==> src/rtl/risco5_bus_pkg.sv <==
// Shared bus definitions: arbiter state encoding and master identifiers.
// Future bus typedefs belong here as well.
package risco5_bus_pkg;

    typedef enum logic [1:0] {
        IDLE  = 2'd0,
        BUSY0 = 2'd1,
        BUSY1 = 2'd2
    } arb_state_t;

    localparam logic MASTER0 = 1'b0;
    localparam logic MASTER1 = 1'b1;

endpackage

==> src/rtl/memory_arbiter.sv <==
// Two-master arbiter in front of a single memory port with registered mem_* outputs.
// Define ARB_ROUND_ROBIN_EN for round-robin on conflict; otherwise master 0 has fixed priority.
module memory_arbiter
    import risco5_bus_pkg::*;
#(
    parameter int ADDR_WIDTH = 32,
    parameter int DATA_WIDTH = 32
) (
    input  logic                  clk,
    input  logic                  reset,
    input  logic                  m0_req,
    input  logic                  m0_we,
    input  logic [ADDR_WIDTH-1:0] m0_addr,
    input  logic [DATA_WIDTH-1:0] m0_wdata,
    output logic                  m0_ack,
    input  logic                  m1_req,
    input  logic                  m1_we,
    input  logic [ADDR_WIDTH-1:0] m1_addr,
    input  logic [DATA_WIDTH-1:0] m1_wdata,
    output logic                  m1_ack,
    output logic [DATA_WIDTH-1:0] rdata,
    output logic                  mem_req,
    output logic                  mem_we,
    output logic [ADDR_WIDTH-1:0] mem_addr,
    output logic [DATA_WIDTH-1:0] mem_wdata,
    input  logic [DATA_WIDTH-1:0] mem_rdata,
    input  logic                  mem_ack
);

    arb_state_t            state;
    arb_state_t            state_next;
    logic                  grant_valid;
    logic                  grant_sel;
    logic [DATA_WIDTH-1:0] rdata_q;

`ifdef ARB_ROUND_ROBIN_EN
    logic last_winner;
`endif

    always_comb begin : grant_decision
        grant_valid = m0_req | m1_req;
        grant_sel   = MASTER0;
        if (m0_req && m1_req) begin
`ifdef ARB_ROUND_ROBIN_EN
            grant_sel = ~last_winner;
`else
            grant_sel = MASTER0;
`endif
        end else begin
            grant_sel = m1_req;
        end
    end

    always_ff @(posedge clk) begin
        if (reset) state <= IDLE;
        else       state <= state_next;
    end

    // Acks are masked during reset so an abandoned access never completes.
    always_comb begin
        state_next = state;
        m0_ack     = 1'b0;
        m1_ack     = 1'b0;
        case (state)
            IDLE: begin
                if (grant_valid) state_next = grant_sel ? BUSY1 : BUSY0;
            end
            BUSY0: begin
                if (mem_ack) begin
                    m0_ack     = ~reset;
                    state_next = IDLE;
                end
            end
            BUSY1: begin
                if (mem_ack) begin
                    m1_ack     = ~reset;
                    state_next = IDLE;
                end
            end
            default: state_next = IDLE;
        endcase
    end

    assign rdata = (m0_ack | m1_ack) ? mem_rdata : rdata_q;

    always_ff @(posedge clk) begin
        if (reset) begin
            mem_req   <= 1'b0;
            mem_we    <= 1'b0;
            mem_addr  <= '0;
            mem_wdata <= '0;
            rdata_q   <= '0;
`ifdef ARB_ROUND_ROBIN_EN
            last_winner <= MASTER1;
`endif
        end else if (state == IDLE && grant_valid) begin
            mem_req   <= 1'b1;
            mem_we    <= grant_sel ? m1_we    : m0_we;
            mem_addr  <= grant_sel ? m1_addr  : m0_addr;
            mem_wdata <= grant_sel ? m1_wdata : m0_wdata;
`ifdef ARB_ROUND_ROBIN_EN
            last_winner <= grant_sel;
`endif
        end else if (m0_ack || m1_ack) begin
            mem_req <= 1'b0;
            rdata_q <= mem_rdata;
        end
    end

endmodule

==> config.mk <==
export PLATFORM = sky130hd
export DESIGN_NAME = memory_arbiter
export DESIGN_NICKNAME = d
export VERILOG_FILES = /design/src/rtl/risco5_bus_pkg.sv /design/src/rtl/memory_arbiter.sv
export SDC_FILE = /design/constraint.sdc
export NUM_CORES = 1
export LEC_CHECK = 0
export ABC_CLOCK_PERIOD_IN_PS = 3500
export CORE_AREA = 3 3 124 102
export DETAILED_ROUTE_END_ITERATION = 12
export DIE_AREA = 0 0 127 105
export PLACE_DENSITY = 0.84
export SYNTH_ARGS = -nofsm -noshare
export SYNTH_HDL_FRONTEND = slang
export SYNTH_SLANG_ARGS = --single-unit
==> constraint.sdc <==
create_clock -name clk -period 3.5 [get_ports clk]
set_input_delay 1.05 -clock clk [delete_from_list [all_inputs] [get_ports clk]]
set_output_delay 1.05 -clock clk [all_outputs]
set_load 0.01 [all_outputs]
==> load_flow_metrics.sql <==
INSERT INTO impl_metrics (metric_group, metric, value, unit) VALUES
('power', 'power.clock.fraction', '31.0', '%'),
('routing', 'detail-route-antenna-nets', '0', ''),
('timing', 'hold_violations', '0', ''),
('timing', 'timing.fmax', '287', 'MHz'),
('hold_path', 'worstHoldEndpoint', 'mem_req', ''),
('power', 'power-per-cell-area', '441', 'nW/um^2'),
('clock_network', 'h-tree-depth', '3', ''),
('die', 'fp.dieArea', '13300', 'um^2'),
('job', 'cap_violations', '0', ''),
('die', 'initial_cell_density_of_the_core', '40.6', '%'),
('final_layout', 'register_area', '2000', 'um^2'),
('power', 'switchingPower', '0.00100', 'W'),
('setup_path', 'critical_path.reg2reg.startpoint', 'state[0]', ''),
('synthesis', 'ys.warnings.count', '0', ''),
('hold_path', 'worst_hold_startpoint', 'mem_req', ''),
('timing', 'slew_headroom', '56.8', '%'),
('synthesis', 'synthesis.area', '4660', 'um^2'),
('clock_network', 'clock_sink_count', '100', ''),
('global_route', 'grt_pass1_vias', '5294', ''),
('setup_path', 'setup.worst_path.class', 'in2out', ''),
('placement', 'gp_congestion', '0.857', ''),
('final_layout', 'multiInputGateArea', '2380', 'um^2'),
('final_layout', 'layout-area-overhead-vs-synth', '66.2', '%'),
('die', 'io_pins', '267', ''),
('synthesis', 'synth_area_leaders', 'dfxtp_1 43%, a21oi_1 14%, nand2_1 7.9%', ''),
('synthesis', 'syn_inst', '576', ''),
('routing', 'num_vias', '5463', ''),
('routing', 'total_wire_length', '17.5', 'mm'),
('synthesis', 'synthDistinctLibCells', '27', ''),
('clock_network', 'clockBufferDepth', '2', ''),
('power', 'switching_share', '29.3', '%'),
('synthesis', 'syn-num-nets', '746', ''),
('routing', 'detailedRoute.firstPassIterationCount', '5', ''),
('outcome', 'status', 'complete, no violations', ''),
('placement', 'dp_slack', '-0.522', 'ns'),
('final_layout', 'num-fill-cells', '924', ''),
('routing', 'wl_per_cell', '18.2', 'um'),
('final_layout', 'share_of_cells_above_drive_strength_1', '10.8', '%'),
('synthesis', 'synthDominantCellAreaShare', '43.0', '%'),
('setup_path', 'r2r_slack', '1.72', 'ns'),
('synthesis', 'flip_flop_and_latch_count_after_synthesis', '100', ''),
('hold_path', 'whs_path_depth', '2', ''),
('placement', 'dp_hpwl', '12.1', 'mm'),
('synthesis', 'synth_sequential_area_ratio', '43.0', '%'),
('placement', 'post-place-cells', '942', ''),
('clock_network', 'path_clk_slew', '0.06', 'ns'),
('setup_path', 'critical_path_arrival', '2.44', 'ns'),
('die', 'core_region_area', '11500', 'um^2'),
('clock_network', 'clockRootBuffer', 'clkbuf_16', ''),
('timing', 'timing.final.crit_share', '99.7', '%'),
('die', 'num_rows', '35', ''),
('setup_path', 'worst-path-max-fanout', '8', ''),
('power', 'static-leakage-power', '3.24', 'nW'),
('timing', 'worst-slew-pin-transition', '0.648', 'ns'),
('final_layout', 'nNetsFinal', '980', ''),
('power', 'power.combinational.fraction', '30.2', '%'),
('timing', 'finalWorstSetupSlack', '0.0112', 'ns'),
('power', 'total_power', '0.00342', 'W'),
('hold_path', 'timing.hold.worst.class', 'reg2reg', ''),
('global_route', 'grt.overflow.total', '0', ''),
('setup_path', 'timing.critical_path.to_type', 'output pin', ''),
('clock_network', 'cts_tree', 'built', ''),
('timing', 'finalClockSkew', '0.00885', 'ns'),
('placement', 'buffer_ports.inserted', '266', ''),
('die', 'die-height', '105', 'um'),
('synthesis', 'synthDominantAreaCellType', 'dfxtp_1', ''),
('final_layout', 'final_common_cell', 'clkdlybuf4s50_1', ''),
('setup_path', 'cp.required', '2.45', 'ns'),
('clock_network', 'clock_latency', '0.34', 'ns'),
('global_route', 'grt_pass1_wl', '27.2', 'mm'),
('global_route', 'track_usage', '24.8', '%');
==> metrics by stage <==
stage	instance area (um^2)	util (%)	TNS [ns]	hold slack (ns)
after floorplan	4660	-	0	0.451
after global placement	7410	64.6	-13.90	0.461
after detailed placement	7410	64.6	-15.63	0.468
after CTS	7770	67.7	0	0.481
after global routing	7740	67.5	-0.00733	0.509
final	7740	67.5	0	0.485
==> registers in the layout (all words and copies together) (netlist names) <==
name	flops
mem_addr	32
mem_req	1
mem_wdata	32
rdata_q	32
state	2
mem_we	1
==> cells by family (layout without fill, tap and decap cells) <==
group           count (synthesis)  after routing  share of synthesized area [%]
compound gates                234            234                           28.1
simple gates                  142            142                           14.0
buf+inv                        65            304                           6.42
mux                            32             32                           7.74
other cells                     0              1                              0
flops                         100            100                           43.0
fa+ha+maj                       3              3                          0.806
==> power by group through the flow <==
stage / Sequential (W) / Clock (W) / Combinational, W
after floorplan: 0.00139 / 0 / 0.000407
after global placement: 0.00134 / 0 / 0.00100
after detailed placement: 0.00135 / 0 / 0.00103
after CTS: 0.00132 / 0.00108 / 0.00103
after global routing: 0.00134 / 0.00114 / 0.00111
final: 0.00132 / 0.00106 / 0.00103
==> per-layer routing <==
metal  wire (um)  global-route usage [%]  vias up
li1            -                       -     2553
met1        6820                    29.2     2541
met2        8430                    41.7      321
met3        1680                    8.28       48
met4         567                    9.57        0
met5           0                       0        -
==> cell type report <==
type	instances	share of cell area, %
Clock buffer	10	2.96
Sequential cell	100	25.9
Multi-Input combinational cell	411	30.7
Timing Repair Buffer	284	36.7
Inverter	4	0.194
Antenna cell	1	0.0323
Tap cell	148	2.39
Clock inverter	6	1.15
==> synth_stat cells (all sizes together) <==
library cell,number
dfxtp,100
nand2b,4
ha,3
nand2,98
or2,1
a21oi,131
nor2b,2
a211oi,1
o31ai,1
nor3,1
o21ai,66
inv,4
nor2,1
o311ai,32
o21a,1
nand4,32
clkbuf,35
a21o,1
mux2,32
buf,26
and2,2
a31oi,1
nand3,1
==> worst max path at each step <==
stage                 start   endpoint  slack [ns]  cells after the start
floorplan           mem_ack  rdata[30]        0.49                      4
global placement    mem_ack   rdata[6]       -0.44                      6
detailed placement  mem_ack  rdata[20]       -0.52                      6
CTS                   reset  rdata[28]       0.002                      6
global route          reset  rdata[14]      -0.005                      7
finish                reset   rdata[0]        0.01                      7
==> worst max-delay path: stages <==
cell and delay, ns:
dlygate4sd2_1 0.27, nor3_4 0.17, buf_6 0.15, buf_12 0.09, buf_12 0.12, mux2_2 0.33, clkdlybuf4s15_1 0.24
==> timing repair <==
action                     4_1_cts  5_1_grt
buffers inserted                 3        0
gates resized for setup         70       10
cloned                           2        0
hold buffers                     0        0
pin swaps                        1        1
setup endpoints to repair       34       30
Power figures use the tool's default switching activity.
